$ cat src/rtl/delay_sweep_ctrl.sv
// Sweeps a table of two-input vector pairs into an external device, measuring the
// cycles from launch until its output changes and emitting one record per test.
`timescale 1ns/1ps
module delay_sweep_ctrl #(
  parameter int unsigned NUM_TESTS = 5,
  parameter int unsigned TS_W      = 16,
  parameter int unsigned SETTLE    = 10,
  parameter int unsigned TIMEOUT   = 63
) (
  input  logic            clk,
  input  logic            rst,
  input  logic            start,
  input  logic            vec_we,
  input  logic [3:0]      vec_addr,
  input  logic [3:0]      vec_data,
  output logic            dut_a,
  output logic            dut_b,
  input  logic            dut_c,
  output logic            busy,
  output logic            done,
  output logic            rec_valid,
  input  logic            rec_ready,
  output logic [3:0]      rec_test,
  output logic [TS_W-1:0] rec_t0,
  output logic [TS_W-1:0] rec_t1,
  output logic            rec_c0,
  output logic            rec_c1,
  output logic [7:0]      rec_delay,
  output logic            rec_timeout
);

  localparam int unsigned IDX_W = 4;
  localparam int unsigned VEC_W = 4;
  localparam int unsigned CNT_W = 8;
  localparam int unsigned TBL_D = 16;
  localparam int unsigned SET_W = (SETTLE > 1) ? $clog2(SETTLE) : 1;

  typedef enum logic [2:0] {
    IDLE    = 3'd0,
    INIT    = 3'd1,
    LAUNCH  = 3'd2,
    MEASURE = 3'd3,
    EMIT    = 3'd4,
    NEXT    = 3'd5
  } state_t;

  state_t state;
  state_t state_nx;

  logic [VEC_W-1:0] tbl [TBL_D];
  logic [TS_W-1:0]  ts;
  logic [SET_W-1:0] set_cnt;
  logic [CNT_W-1:0] meas_cnt;

  logic settle_last_c, meas_last_c, idx_last_c, c_change_c;
  logic idx_clr_c, idx_inc_c, set_clr_c, set_inc_c;
  logic drv_init_c, drv_final_c, c0_cap_c, t0_cap_c;
  logic meas_clr_c, meas_inc_c, meas_exit_c, tbl_we_c;
  logic done_nx_c, busy_nx_c, valid_nx_c;
  logic [IDX_W-1:0] idx_nx_c;
  logic [VEC_W-1:0] vec_sel_c;

  assign settle_last_c = (set_cnt == SET_W'(SETTLE - 1));
  assign meas_last_c   = (meas_cnt == CNT_W'(TIMEOUT - 1));
  assign idx_last_c    = (rec_test == IDX_W'(NUM_TESTS - 1));
  assign c_change_c    = (dut_c != rec_c0);

  // Vector for the index that will be current next cycle, so stimulus lines up with state
  assign idx_nx_c  = idx_clr_c ? '0 : (idx_inc_c ? rec_test + IDX_W'(1) : rec_test);
  assign vec_sel_c = tbl[idx_nx_c];

  always_ff @(posedge clk) begin : state_reg
    if (rst) state <= IDLE;
    else     state <= state_nx;
  end

  always_comb begin : next_state
    state_nx = state;
    case (state)
      IDLE:    if (start) state_nx = INIT;
      INIT:    if (settle_last_c) state_nx = LAUNCH;
      LAUNCH:  state_nx = MEASURE;
      MEASURE: if (c_change_c || meas_last_c) state_nx = EMIT;
      EMIT:    if (rec_ready) state_nx = NEXT;
      NEXT:    state_nx = idx_last_c ? IDLE : INIT;
      default: state_nx = IDLE;
    endcase
  end

  always_comb begin : out_decode
    idx_clr_c   = 1'b0;
    idx_inc_c   = 1'b0;
    set_clr_c   = 1'b0;
    set_inc_c   = 1'b0;
    drv_init_c  = 1'b0;
    drv_final_c = 1'b0;
    c0_cap_c    = 1'b0;
    t0_cap_c    = 1'b0;
    meas_clr_c  = 1'b0;
    meas_inc_c  = 1'b0;
    meas_exit_c = 1'b0;
    tbl_we_c    = 1'b0;
    done_nx_c   = 1'b0;
    case (state)
      IDLE: begin
        tbl_we_c = vec_we;
        if (start) begin
          idx_clr_c  = 1'b1;
          set_clr_c  = 1'b1;
          drv_init_c = 1'b1;
        end
      end
      INIT: begin
        if (settle_last_c) begin
          c0_cap_c    = 1'b1;
          drv_final_c = 1'b1;
        end else begin
          set_inc_c  = 1'b1;
          drv_init_c = 1'b1;
        end
      end
      LAUNCH: begin
        t0_cap_c   = 1'b1;
        meas_clr_c = 1'b1;
      end
      MEASURE: begin
        if (c_change_c || meas_last_c) meas_exit_c = 1'b1;
        else                           meas_inc_c  = 1'b1;
      end
      NEXT: begin
        if (idx_last_c) begin
          done_nx_c = 1'b1;
        end else begin
          idx_inc_c  = 1'b1;
          set_clr_c  = 1'b1;
          drv_init_c = 1'b1;
        end
      end
      default: ;
    endcase
    busy_nx_c  = (state_nx != IDLE);
    valid_nx_c = (state_nx == EMIT);
  end

  // Table has no reset so its contents survive a sweep abort
  always_ff @(posedge clk) begin : tbl_write
    if (tbl_we_c) tbl[vec_addr] <= vec_data;
  end

  always_ff @(posedge clk) begin : datapath
    if (rst) begin
      ts          <= '0;
      busy        <= 1'b0;
      done        <= 1'b0;
      rec_valid   <= 1'b0;
      dut_a       <= 1'b0;
      dut_b       <= 1'b0;
      rec_test    <= '0;
      rec_t0      <= '0;
      rec_t1      <= '0;
      rec_c0      <= 1'b0;
      rec_c1      <= 1'b0;
      rec_delay   <= '0;
      rec_timeout <= 1'b0;
      set_cnt     <= '0;
      meas_cnt    <= '0;
    end else begin
      ts        <= ts + TS_W'(1);
      busy      <= busy_nx_c;
      done      <= done_nx_c;
      rec_valid <= valid_nx_c;
      rec_test  <= idx_nx_c;
      if (set_clr_c)      set_cnt <= '0;
      else if (set_inc_c) set_cnt <= set_cnt + SET_W'(1);
      if (drv_init_c) begin
        dut_a <= vec_sel_c[3];
        dut_b <= vec_sel_c[2];
      end else if (drv_final_c) begin
        dut_a <= vec_sel_c[1];
        dut_b <= vec_sel_c[0];
      end
      if (c0_cap_c) rec_c0 <= dut_c;
      if (t0_cap_c) rec_t0 <= ts;
      if (meas_clr_c)      meas_cnt <= '0;
      else if (meas_inc_c) meas_cnt <= meas_cnt + CNT_W'(1);
      // A change wins over timeout when both coincide on the last measure edge
      if (meas_exit_c) begin
        rec_t1      <= ts;
        rec_c1      <= dut_c;
        rec_delay   <= c_change_c ? meas_cnt + CNT_W'(1) : CNT_W'(TIMEOUT);
        rec_timeout <= !c_change_c;
      end
    end
  end

endmodule

$ cat config.mk
export PLATFORM = sky130hd
export DESIGN_NAME = delay_sweep_ctrl
export DESIGN_NICKNAME = d
export VERILOG_FILES = /design/src/rtl/delay_sweep_ctrl.sv
export SDC_FILE = /design/constraint.sdc
export NUM_CORES = 1
export LEC_CHECK = 0
export CORE_ASPECT_RATIO = 1.1
export CORE_MARGIN = 1
export CORE_UTILIZATION = 56
export DETAILED_ROUTE_END_ITERATION = 16
export PLACE_DENSITY_LB_ADDON = 0.2
export SLEW_MARGIN = 20
export SYNTH_ARGS = -nofsm -noshare
export SYNTH_HDL_FRONTEND = slang
export SYNTH_SLANG_ARGS = --single-unit
$ cat constraint.sdc
create_clock -name clk -period 3.2 [get_ports clk]
set_input_delay 0.64 -clock clk [delete_from_list [all_inputs] [get_ports clk]]
set_output_delay 0.64 -clock clk [all_outputs]
set_load 0.05 [all_outputs]
== Word-level counts from Yosys, hierarchy flattened ==
Memories as Yosys holds them, arrays and structs flattened.
Cells that the tools add are included.
Widths: inputs -> output; s select.
Cells by class
  eq/ne operators: 10
  magnitude comparators: 0
  mux-type cells: 32
  shift operators: 0
  $mul: 0
  $add $sub $neg: 4
  bitwise operators: 1
  reductions and logical operators: 8
  divide/modulo/power cells: 0
Operator list (count)
  $mux 1: 22
  $pmux 3 s6: 1
  $add 16x1->16 const B: 1
  $mux 3: 4
  $eq 3x3->1 const B: 3
  $add 4x1->4 const B: 2
  $add 8x1->8 const B: 1
  $eq 8x6->1 const B: 1
  $mux 4: 2
  $mux 8: 1
  $eq 3x2->1 const B: 2
  $reduce_or 2->1: 3
  $eq 4x3->1 const B: 1
  $eq 4x4->1 const B: 1
  $eq 3x1->1 const B: 1
  $logic_not 3->1: 1
  $pmux 1 s3: 1
  $reduce_bool 3->1: 1
  $pmux 1 s2: 1
  $reduce_bool 2->1: 1
  $logic_not 1->1: 1
  $logic_or 1x1->1: 1
  $ne 1x1->1: 1
  $not 1->1: 1
Word-level totals
  bits in writable memories: 64
  bits in latches: 0
  flip-flop bits (word level): 83
  input bits: 14
  word-level logic and storage cells: 72
  memories kept: 1
  bits in read-only memories: 0
Memory list
  tbl: words 16, width 4, rd ports 1, clocked after memory_dff 0, wr ports 1, line 50  | logic [VEC_W-1:0] tbl [TBL_D];

== Depth between registers and ports, before layout ==
Gate-level depths: netlist of the first run.
An unclocked memory read counts as a cell.
  word-level depth: 8
  mapped depth: 11
  gate-level depth less buffers: 9

== Worst setup path before layout of the first run ==
No wires, ideal clock.
  path type: register to register
  start point: register rec_test[0]
  end point: register dut_a
  cell stages (with the launch flop): 12
  arrival time: 2.500 ns
  setup slack: 0.619 ns
  data required time: 3.119 ns
  setup time: 0.081 ns
  cells stage by stage: dfxtp_1 > inv_1 > ha_1 > and3b_1 > o211ai_2 > and2_1 > buf_6 > buf_12 > mux2i_1 > a221oi_1 > a2bb2oi_1 > a41oi_1
On the way
  longest elaborated chain between the ends: 8
  elaborated cells between the ends (all ways): 11
  those cells by class: add/sub: 1; eq/ne: 1; mux: 7; reduce/logical: 1; memory: 1
RTL lines
  start, declared: line 23  | output logic [3:0] rec_test,
  start signal, assigned: line 172  | rec_test <= idx_nx_c;
  $eq 4x3->1: line 65  | assign idx_last_c = (rec_test == IDX_W'(NUM_TESTS - 1));
  $mux 1: line 131  | if (idx_last_c) begin
  $mux 1: line 104  | case (state)
  $mux 4 (2 in a row): line 69  | assign idx_nx_c = idx_clr_c ? '0 : (idx_inc_c ? rec_test + IDX_W'(1) : rec_test);
  $mem_v2 16x4
  $mux 1: line 178  | end else if (drv_final_c) begin
  $mux 1: line 175  | if (drv_init_c) begin
  end signal, assigned: line 176  | dut_a <= vec_sel_c[3];
  end signal, assigned: line 179  | dut_a <= vec_sel_c[1];
  end, declared: line 16  | output logic dut_a,
Parallel ways exist; a longest one is shown, timed or not. The select of a mux whose other input is x is not followed.
A chain may end at the register's enable or synchronous reset.

== Final worst setup path of the first run ==
  start point: register rec_test[0]
  end point: register dut_b
On the way
  longest elaborated chain between the ends: 8
  elaborated cells between the ends (all ways): 11
  those cells by class: add/sub: 1; eq/ne: 1; mux: 7; reduce/logical: 1; memory: 1
RTL lines
  $eq 4x3->1: line 65
  $mux 1: line 131
  $mux 1: line 104
  $mux 4 (2 in a row): line 69
  $mem_v2 16x4
  $mux 1: line 178
  $mux 1: line 175
  end signal, assigned: line 177  | dut_b <= vec_sel_c[2];
  end signal, assigned: line 180  | dut_b <= vec_sel_c[0];
  end, declared: line 17  | output logic dut_b,
Parallel ways exist; a longest one is shown, timed or not. The select of a mux whose other input is x is not followed.

==> results of run 1 <==
==> cells by family (layout without fill, tap and decap cells) <==
group	Yosys count	after routing
AND/OR/NAND/NOR	236	236
XOR/XNOR	27	27
adder cells (fa/ha/maj)	7	7
flip-flops	147	147
AO/OA/AOI/OAI	105	105
multiplexers	22	22
buffers and inverters	42	117
==> cell usage in the layout, fill, tap and decap left out, drive strengths merged, types with 3 or more instances in the layout <==
cell type | netlist | layout
and2 | 6 | 6
clkdlybuf4s50 | 0 | 64
o211ai | 3 | 3
or3 | 4 | 4
bufinv | 0 | 3
a21oi | 47 | 47
nor3 | 12 | 12
xnor2 | 8 | 8
nand4 | 7 | 7
a32oi | 4 | 4
nand3 | 20 | 20
nand2b | 6 | 6
clkbuf | 22 | 19
edfxtp | 64 | 64
mux2i | 22 | 22
buf | 11 | 12
a221oi | 5 | 5
inv | 9 | 11
o21ai | 9 | 9
nor3b | 3 | 3
ha | 7 | 7
a22oi | 6 | 6
nor2b | 6 | 6
dfxtp | 83 | 83
a31oi | 3 | 3
nor2 | 58 | 58
a211oi | 10 | 10
clkinv | 0 | 6
xor2 | 19 | 19
nand2 | 99 | 99
nand3b | 3 | 3
==> cells in the mapped netlist (3+ instances only) <==
cell / instances
nand2b_1: 6
edfxtp_1: 64
a32oi_1: 4
buf_2: 6
o21ai_0: 8
nor3_1: 12
dfxtp_1: 83
a22oi_1: 6
nor2b_1: 6
nor2_1: 58
a31oi_1: 3
xor2_1: 19
nand2_1: 99
xnor2_1: 8
nand4_1: 7
inv_1: 9
nand3_1: 20
or3_1: 4
a221oi_1: 4
nor3b_1: 3
a21oi_1: 47
mux2i_1: 22
a211oi_1: 9
clkbuf_1: 22
nand3b_1: 3
ha_1: 7
and2_1: 6
==> worst min path at each step <==
stage | startpoint | endpoint | slack, ps | cells past startpoint
2_1_floorplan | ts[0] | ts[0] | 440 | 1
3_3_place_gp | rec_t0[0] | rec_t0[0] | 450 | 2
3_5_place_dp | rec_t0[11] | rec_t0[11] | 450 | 2
4_1_cts | rec_c1 | rec_c1 | 460 | 2
5_1_grt | rec_t0[9] | rec_t0[9] | 470 | 2
6_report | rec_c1 | rec_c1 | 460 | 2
==> cell type report <==
cell class              instances  share of cell area [%]
flip-flops and latches        147                    48.2
multi-input cells             397                    31.0
repair buffers                 76                    9.97
clock buffers                  19                    5.83
well taps                     143                    2.41
clock inverters                13                    2.12
inverters                       9                   0.455
==> power by group through the flow <==
stage,registers (W),logic (W),clock network (W)
after floorplan,0.00203,0.0000624,0
after global placement,0.00203,0.000122,0
after detailed placement,0.00203,0.000126,0
after CTS,0.00199,0.000127,0.00200
after global routing,0.00199,0.000137,0.00208
final,0.00199,0.000127,0.00198
==> critical path, cell delays in order (launching register included) <==
cell and delay, ps:
dfxtp_1 450, inv_1 90, ha_1 220, and3b_1 240, o21ai_0 320, and2_1 450, mux2i_1 190, a221o_1 370
a2bb2oi_1 130, a41oi_1 230
==> layer usage <==
metal / share of wire, % / routed length (um) / track usage [%] / vias up
li1: - / - / - / 2208
met1: 41 / 5840 / 34.2 / 2220
met2: 48 / 6850 / 41.8 / 203
met3: 6.9 / 978 / 7.88 / 49
met4: 3.4 / 486 / 13.6 / 0
met5: 0 / 0 / 0 / -
==> metrics by stage <==
step	cells	cell area (um2)	hold WS, ps	total power [W]	util, %
6_report	804	7430	457	0.00410	70.8
2_1_floorplan	586	6080	437	0.00209	-
4_1_cts	804	7430	458	0.00412	70.8
3_3_place_gp	772	6840	446	0.00215	65.2
5_1_grt	804	7430	473	0.00421	70.8
3_5_place_dp	772	6840	451	0.00216	65.2
==> flow_summary.toml, run 1 <==
[status]
outcome = "completed"

[global_route]
grt_overflow = 0
grt_max_degree = 37
grtUsageTotal_pct = 27.0
antenna_found_initial = 0
grt_pass1_vias = 4467
grt_pass1_wl_um = 22800

[routing]
avgViaCountPerCell = 5.82
vias = 4680
firstDrtPassIters = 6
wl_um = 14200
drt_iter0_drc = 280
wl_per_cell_um = 17.6
drc_errors = 0
ant_nets = 0

[pwr]
intPower_w = 0.00324
pwr-share-seq_pct = 48.5
p_per_area_mw_per_mm2 = 552
p_clk_share_pct = 48.4
share_comb_of_total_power_pct = 3.1
p_switching_w = 0.000861
p_leak_nw = 2.66
ir_drop_v = 0.000418
switching_share_pct = 21.0

[yosys]
postSynthCellCount = 586
yosys.area_share.simple_pct = 17.7
syn-num-nets = 607
synth-edff-count = 64
synth_xor_area_share_pct = 3.89
synthMuxAreaShare_pct = 3.62
synthesis.area_mm2 = 0.00608
postSynth.asyncResetShare_pct = 0
synth-compound-area-share_pct = 11.3
synth_top_area_share_pct = 31.6
synth_top_family_by_area = "simple AND/OR/NAND/NOR gates"
seq_area_frac_synth_pct = 59.0
synthAdderAreaFrac_pct = 1.44
postSynthAreaPerCell_um2 = 10.4
synth_seq_cells = 147
yosys_most_used_dff = "dfxtp_1"
ys_top_cells_by_area = "edfxtp_1 32%, dfxtp_1 27%, nand2_1 6.1%"
synth_cell_type_count = 57
synth_top_area_cell = "edfxtp_1"
ys.warnings.count = 0

[timing]
tns_ps = 0
slew_headroom_pct = 50.6
period_minus_slack_ps = 2800
fin_crit_sh_pct = 87.4
setup_slack_ps = 403
clock_skew_ps = 5.59
fmax_mhz = 358
drv_slew = 0
tightest_slew_ps = 739
setup_viol = 0
rsz0062_at_grt = "no"
finalHoldViolCount = 0

[layout]
multi_input_area_mm2 = 0.00230
seq_area_mm2 = 0.00358
largest_register = "tbl"
area_delta_synth_final_pct = 22.2
nNetsFinal = 669
drive_gt1_share_pct = 6.96
antenna_cells = 0
fillers = 760
largest_reg_flops = 64

[worst_setup_path]
crit_arrival_ps = 3140
r2r.worst_path.cells = 9
cp-endpoint = "dut_b"
startpoint = "rec_test[0]"
timing_worst_setup_path_type = "reg2reg"
cp-start-kind = "register"
rrSetupSlack_ps = 400
r2r-end = "dut_b"
rr_startpoint = "rec_test[0]"
cp_max_fo = 6
cp.required_ps = 3540
crit_path_end_kind = "register"

[clock_network]
post_cts_resized = 0
cts_hold_buf = 0
ctsLongestPathBuffers = 2
root_buffer = "clkbuf_16"
numCtsBuffers = 17
clock_latency_ps = 430
numClockSinks = 147
clkTransAtPathRegs_ps = 60
cts_tree = "built"
htreeDepth = 4
post_cts_buffers = 0

[flow_run]
maxCapViolCount = 0

[die]
rows = 39
start_util_pct = 57.9
die_area_mm2 = 0.0113
ios = 66
die_w_um = 101
coreArea_mm2 = 0.0105
die_h_um = 111

[placed_design]
placement.io_buffers = 65
dpl_worst_slack_ps = 110
hpwlAfterDp_um = 9690
gp_routability_congestion = 0.908

[worst_hold_path]
hold_path.class = "reg2reg"
Note: power is estimated with default switching activity, not from simulation.
==> inputs of run 2 (changes only) <==
- CTS_CLUSTER_DIAMETER: default -> 200
==> results of run 2 <==
No change in the layout: final DEF, timing and power equal those of run 1.
